File: config.mk
export PLATFORM = sky130hd
export DESIGN_NAME = vx_barrier_ctrl_flat
export DESIGN_NICKNAME = d
export VERILOG_FILES = /design/src/rtl/vx_barrier_ctrl_if.sv /design/src/rtl/vx_barrier_ctrl.sv /design/src/flat_wrapper.sv
export SDC_FILE = /design/constraint.sdc
export NUM_CORES = 1
export LEC_CHECK = 0
export ABC_AREA = 1
export BUFFER_PORTS_ARGS = -buffer_cell sky130_fd_sc_hd__buf_4
export CORE_UTILIZATION = 40
export CTS_CLUSTER_DIAMETER = 30
export DETAILED_ROUTE_END_ITERATION = 10
export PLACE_DENSITY = 0.64
export SYNTH_ARGS = -nofsm -noshare
export SYNTH_HDL_FRONTEND = slang
export SYNTH_SLANG_ARGS = --single-unit
File: constraint.sdc
create_clock -name clk -period 6.51 [get_ports clk]
set_input_delay 1.302 -clock clk [delete_from_list [all_inputs] [get_ports clk]]
set_output_delay 1.302 -clock clk [all_outputs]
set_load 0.01 [all_outputs]
File: src/rtl/vx_barrier_ctrl_if.sv
// Barrier request/response bundle between the warp-control stage, the barrier
// scheduler and the warp scheduler.
interface vx_barrier_ctrl_if #(
    parameter int unsigned NUM_WARPS    = 4,
    parameter int unsigned NUM_BARRIERS = 4
);
    localparam int unsigned NW_WIDTH = (NUM_WARPS > 1) ? $clog2(NUM_WARPS) : 1;
    localparam int unsigned NB_WIDTH = (NUM_BARRIERS > 1) ? $clog2(NUM_BARRIERS) : 1;

    logic                    bar_valid;
    logic [NW_WIDTH-1:0]     bar_wid;
    logic [NB_WIDTH-1:0]     bar_id;
    logic [NW_WIDTH-1:0]     bar_size_m1;
    logic                    bar_is_noop;
    logic                    abort_valid;
    logic [NW_WIDTH-1:0]     abort_wid;
    logic                    stall_valid;
    logic [NW_WIDTH-1:0]     stall_wid;
    logic                    release_valid;
    logic [NUM_WARPS-1:0]    release_wmask;
    logic [NUM_BARRIERS-1:0] busy_mask;

    modport master (
        output bar_valid, bar_wid, bar_id, bar_size_m1, bar_is_noop, abort_valid, abort_wid,
        input  stall_valid, stall_wid, release_valid, release_wmask, busy_mask
    );

    modport slave (
        input  bar_valid, bar_wid, bar_id, bar_size_m1, bar_is_noop, abort_valid, abort_wid,
        output stall_valid, stall_wid, release_valid, release_wmask, busy_mask
    );
endinterface

File: src/rtl/vx_barrier_ctrl.sv
// Local warp-barrier scheduler: counts arrivals per barrier ID, stalls arriving
// warps and releases all waiters once the arrival count is met.
module vx_barrier_ctrl #(
    parameter int unsigned NUM_WARPS    = 4,
    parameter int unsigned NUM_BARRIERS = 4
) (
    input  logic                 clk,
    input  logic                 reset,
    vx_barrier_ctrl_if.slave     bus
);
    localparam int unsigned NW_WIDTH = (NUM_WARPS > 1) ? $clog2(NUM_WARPS) : 1;

    logic [NW_WIDTH-1:0]     count_q   [NUM_BARRIERS];
    logic [NW_WIDTH-1:0]     count_d   [NUM_BARRIERS];
    logic [NUM_WARPS-1:0]    waiters_q [NUM_BARRIERS];
    logic [NUM_WARPS-1:0]    waiters_d [NUM_BARRIERS];

    logic                    stall_valid_q, stall_valid_d;
    logic [NW_WIDTH-1:0]     stall_wid_q, stall_wid_d;
    logic                    release_valid_q, release_valid_d;
    logic [NUM_WARPS-1:0]    release_wmask_q, release_wmask_d;
    logic [NUM_BARRIERS-1:0] busy_q, busy_d;
    logic                    dup;

    always_comb begin
        count_d         = count_q;
        waiters_d       = waiters_q;
        stall_valid_d   = 1'b0;
        stall_wid_d     = '0;
        release_valid_d = 1'b0;
        release_wmask_d = '0;
        busy_d          = '0;
        dup             = 1'b0;

        // Abort is resolved first so the arrival sees the purged state.
        if (bus.abort_valid) begin
            for (int i = 0; i < NUM_BARRIERS; i++) begin
                if (waiters_q[i][bus.abort_wid]) begin
                    waiters_d[i][bus.abort_wid] = 1'b0;
                    count_d[i]                  = count_q[i] - NW_WIDTH'(1);
                end
            end
        end

        if (bus.bar_valid && !bus.bar_is_noop && (32'(bus.bar_id) < NUM_BARRIERS)
            && !(bus.abort_valid && (bus.abort_wid == bus.bar_wid))) begin
            dup = waiters_d[bus.bar_id][bus.bar_wid];
            if (!dup) begin
                // ">=" lets a shrunk size complete the barrier immediately.
                if (count_d[bus.bar_id] >= bus.bar_size_m1) begin
                    release_valid_d         = 1'b1;
                    release_wmask_d         = waiters_d[bus.bar_id];
                    waiters_d[bus.bar_id]   = '0;
                    count_d[bus.bar_id]     = '0;
                end else begin
                    count_d[bus.bar_id]                = count_d[bus.bar_id] + NW_WIDTH'(1);
                    waiters_d[bus.bar_id][bus.bar_wid] = 1'b1;
                    stall_valid_d                      = 1'b1;
                    stall_wid_d                        = bus.bar_wid;
                end
            end
        end

        for (int i = 0; i < NUM_BARRIERS; i++) begin
            busy_d[i] = |waiters_d[i];
        end
    end

    always_ff @(posedge clk) begin
        if (reset) begin
            for (int i = 0; i < NUM_BARRIERS; i++) begin
                count_q[i]   <= '0;
                waiters_q[i] <= '0;
            end
            stall_valid_q   <= 1'b0;
            stall_wid_q     <= '0;
            release_valid_q <= 1'b0;
            release_wmask_q <= '0;
            busy_q          <= '0;
        end else begin
            count_q         <= count_d;
            waiters_q       <= waiters_d;
            stall_valid_q   <= stall_valid_d;
            stall_wid_q     <= stall_wid_d;
            release_valid_q <= release_valid_d;
            release_wmask_q <= release_wmask_d;
            busy_q          <= busy_d;
        end
    end

    always_ff @(posedge clk) begin
        if (!reset) begin
            assert (!dup)
            else $warning("duplicate barrier arrival: wid=%0d id=%0d", bus.bar_wid, bus.bar_id);
        end
    end

    assign bus.stall_valid   = stall_valid_q;
    assign bus.stall_wid     = stall_wid_q;
    assign bus.release_valid = release_valid_q;
    assign bus.release_wmask = release_wmask_q;
    assign bus.busy_mask     = busy_q;
endmodule

File: src/flat_wrapper.sv
// flat-port wrapper written by rule: the top's interface ports become plain ports
module vx_barrier_ctrl_flat 
#(
    parameter int unsigned NUM_WARPS    = 4,
    parameter int unsigned NUM_BARRIERS = 4
)
  (clk, reset, bus_bar_valid, bus_bar_wid, bus_bar_id, bus_bar_size_m1, bus_bar_is_noop, bus_abort_valid, bus_abort_wid, bus_stall_valid, bus_stall_wid, bus_release_valid, bus_release_wmask, bus_busy_mask);
  vx_barrier_ctrl_if #(.NUM_WARPS(NUM_WARPS), .NUM_BARRIERS(NUM_BARRIERS)) bus_i ();
  input  logic clk;
  input  logic reset;
  input wire logic [$bits(bus_i.bar_valid)-1:0] bus_bar_valid;
  input wire logic [$bits(bus_i.bar_wid)-1:0] bus_bar_wid;
  input wire logic [$bits(bus_i.bar_id)-1:0] bus_bar_id;
  input wire logic [$bits(bus_i.bar_size_m1)-1:0] bus_bar_size_m1;
  input wire logic [$bits(bus_i.bar_is_noop)-1:0] bus_bar_is_noop;
  input wire logic [$bits(bus_i.abort_valid)-1:0] bus_abort_valid;
  input wire logic [$bits(bus_i.abort_wid)-1:0] bus_abort_wid;
  output wire logic [$bits(bus_i.stall_valid)-1:0] bus_stall_valid;
  output wire logic [$bits(bus_i.stall_wid)-1:0] bus_stall_wid;
  output wire logic [$bits(bus_i.release_valid)-1:0] bus_release_valid;
  output wire logic [$bits(bus_i.release_wmask)-1:0] bus_release_wmask;
  output wire logic [$bits(bus_i.busy_mask)-1:0] bus_busy_mask;
  assign bus_i.bar_valid = bus_bar_valid;
  assign bus_i.bar_wid = bus_bar_wid;
  assign bus_i.bar_id = bus_bar_id;
  assign bus_i.bar_size_m1 = bus_bar_size_m1;
  assign bus_i.bar_is_noop = bus_bar_is_noop;
  assign bus_i.abort_valid = bus_abort_valid;
  assign bus_i.abort_wid = bus_abort_wid;
  assign bus_stall_valid = bus_i.stall_valid;
  assign bus_stall_wid = bus_i.stall_wid;
  assign bus_release_valid = bus_i.release_valid;
  assign bus_release_wmask = bus_i.release_wmask;
  assign bus_busy_mask = bus_i.busy_mask;
  vx_barrier_ctrl #(.NUM_WARPS(NUM_WARPS), .NUM_BARRIERS(NUM_BARRIERS)) u_core (.clk(clk), .reset(reset), .bus(bus_i));
endmodule
==> results.sh <==
export IMPL_final_common_cell="nand2_1"
export IMPL_ys_seq_area_share_pct=34.9
export IMPL_slew_viol_final=0
export IMPL_crit_path_frequent_cell="nand2_1"
export IMPL_postCtsHoldBufs=0
export IMPL_hold_path_depth=4
export IMPL_cts_root_buf="clkbuf_8"
export IMPL_ir_drop_v=0.0000921
export IMPL_fmax_ghz=0.252
export IMPL_nFillCells=521
export IMPL_vias=2174
export IMPL_p_leak_uw=0.00116
export IMPL_path_delay_family="simple AND/OR/NAND/NOR gates"
export IMPL_dieWidth_microns=73.8
export IMPL_power_uw=476
export IMPL_cp_depth=21
export IMPL_drv_cap=0
export IMPL_wl_microns=5540
export IMPL_synth_area_top_cells="dfxtp_1 (35%), nand2_1 (24%), nand3_1 (14%)"
export IMPL_cp_required_ns=6.73
export IMPL_synth_seq_cells=36
export IMPL_powerDensity_nw_per_um2=200
export IMPL_grt_max_degree=30
export IMPL_fin_cells=434
export IMPL_clkSinkCount=36
export IMPL_hold_class="reg2reg"
export IMPL_cp_slowest_cell="clkinv_1"
export IMPL_drtPass1Iterations=4
export IMPL_drt_vias_per_instance=5.01
export IMPL_synth_area_sq_um=2060
export IMPL_grt_pass1_wl_microns=9230
export IMPL_htreeDepth=2
export IMPL_maxSlewHeadroom_pct=63.4
export IMPL_r2r_cells=20
export IMPL_antenna_cells=0
export IMPL_clk_path_buf_depth=2
export IMPL_hold_slack_ns=0.587
export IMPL_dieArea_sq_um=5450
export IMPL_drtIter0Drc=214
export IMPL_mostFrequentLayoutCells="nand2_1 (131), nand3_1 (58), nor2_1 (52)"
export IMPL_min_from="u_core.waiters_q[4]"
export IMPL_numPortBuffers=24
export IMPL_clock_latency_ns=0.29
export IMPL_syn_avg_cell_area_sq_um=6.00
export IMPL_min_period_over_period_pct=61.0
export IMPL_r2r_setup_slack_ns=3.56
export IMPL_cts_setup_buffers=0
export IMPL_timing_rr_start="u_core.waiters_q[13]"
export IMPL_wl_per_cell_microns=12.8
export IMPL_ys_warnings_count=0
export IMPL_crit_type="in2reg"
export IMPL_io_pins=25
export IMPL_cts_buffers=5
export IMPL_fin_crit_ns=3.97
export IMPL_grt_usage_pct=22.8
export IMPL_die_height_microns=73.8
export IMPL_nets=381
export IMPL_initial_core_util_pct=42.6
export IMPL_path_cells="buf_4 -> inv_2 -> nor2_1 -> nand2_1 -> nand3_1 -> nand2_1 -> nand2_1 -> nand2_1 -> nand2_1 -> nand2_1 -> nor2_1 -> ha_1 -> nor2_1 -> inv_1 -> a21oi_1 -> clkinv_1 -> nand3_1 -> nand2_1 -> nand2_1 -> nor2_1 -> nor2_1"
export IMPL_area_growth_syn_to_layout_pct=15.5
export IMPL_pre_cts_ws_ns=2.26
export IMPL_ant_nets=0
export IMPL_cp_max_fo=9
export IMPL_cpPeakStageDelay_ns=0.33
export IMPL_tns_ns=0
export IMPL_gp_congestion=0.894
export IMPL_r2r_end="u_core.bus.busy_mask[3]"
export IMPL_tightest_slew_ns=0.547
export IMPL_synth_distinct_cells=21
export IMPL_grt_pass1_vias=1919
export IMPL_worst_path_buf_inv=4
export IMPL_skew_ns=0.00551
export IMPL_drive_gt1_share_pct=10.6
export IMPL_end_kind="register"
export IMPL_hold_viol_final=0
export IMPL_hold_end="u_core.waiters_q[4]"
export IMPL_rsz0062_at_grt="no"
export IMPL_setup_ws_ns=2.54
export IMPL_syn_nets=359
export IMPL_setup_viol=0
export IMPL_row_count=25
export IMPL_critPathLaunchType="input port"
export IMPL_coreArea_sq_um=4850
export IMPL_synth_top_area_cell="dfxtp_1"
export IMPL_gr_total_overflow=0
export IMPL_cts_resized=0
export IMPL_worstPathArrival_ns=4.19
export IMPL_status="finished clean"
export IMPL_antenna_found_initial=0
export IMPL_clk_pin_slew_ns=0.07
export IMPL_dp_cells=426
export IMPL_hpwlAfterDp_microns=4150
export IMPL_tritoncts="yes"
export IMPL_drc=0
export IMPL_syn_inst=344
export IMPL_yosysTopAreaCellShare_pct=34.9
[flip-flops by register name, summed over array words and instances (netlist names)]
name,count
u_core.bus.release_wmask,4
u_core.waiters_q,16
u_core.bus.release_valid,1
u_core.count_q,8
u_core.bus.stall_valid,1
u_core.bus.stall_wid,2
u_core.bus.busy_mask,4
[power breakdown]
| group | internal [uW] | switching, uW | leakage, uW | total [uW] |
|---|---|---|---|---|
| Combinational | 18.1 | 41.1 | 0.000815 | 59.2 |
| Sequential | 224 | 2.17 | 0.000291 | 226 |
| Clock | 114 | 77.3 | 0.0000552 | 191 |
| Total | 356 | 121 | 0.00116 | 476 |
[layer usage]
metal | global-route usage (%) | share of wire (%)
met3 | 5.35 | 6.4
met2 | 35.2 | 45
met5 | 0 | 0
met1 | 31.1 | 47
met4 | 7.48 | 0.79
[cell families after synthesis]
kind of cell | Yosys count | synth area share (%)
AO/OA/AOI/OAI | 16 | 3.88
flip-flops | 36 | 34.9
AND/OR/NAND/NOR | 255 | 52.8
adder cells (fa/ha/maj) | 2 | 1.21
buffers and inverters | 35 | 7.22
[area by class of cell]
cell class                 instances  area, sq um  area share (%)
clock inverter                     2         35.0            1.47
tap                               67         83.8            3.52
multi-input combinational        273         1190            50.1
clock buffer                       6         72.6            3.04
timing repair buffer              24          180            7.56
inverter                          26         97.6            4.09
sequential                        36          721            30.2
[stage by stage]
stage,utilization [%],cell area [sq um]
after floorplan,-,2060
after global placement,46.9,2280
after detailed placement,46.9,2280
after CTS,49.2,2380
after global routing,49.2,2380
final,49.2,2380
[cells in the mapped netlist]
library cell,count
a21oi_1,10
buf_2,2
buf_4,2
buf_6,1
clkbuf_1,4
clkinv_1,1
dfxtp_1,36
ha_1,2
inv_1,23
inv_2,2
nand2_1,131
nand2_2,1
nand3_1,58
nand3_2,2
nand3_4,1
nand4_1,7
nor2_1,52
nor2_2,1
nor2_4,1
nor4_1,1
o21ai_1,6
[worst max path at each step]
stage                          start  slack [ns]                      end
global route        bus_abort_wid[1]        2.18  u_core.bus.busy_mask[3]
floorplan           bus_abort_wid[1]        2.90  u_core.bus.busy_mask[0]
detailed placement  bus_abort_wid[1]        2.26  u_core.bus.busy_mask[3]
global placement    bus_abort_wid[1]        2.36  u_core.bus.busy_mask[3]
finish              bus_abort_wid[1]        2.54  u_core.bus.busy_mask[3]
CTS                 bus_abort_wid[1]        2.56  u_core.bus.busy_mask[3]
[tightest hold or removal path: stages (launching register included)]
cell and delay, ns:
dfxtp_1 0.33, nand2_1 0.07, nand2_1 0.05, nand2_1 0.07, nor2_1 0.04
No activity file was read; power rests on OpenSTA's default activity.
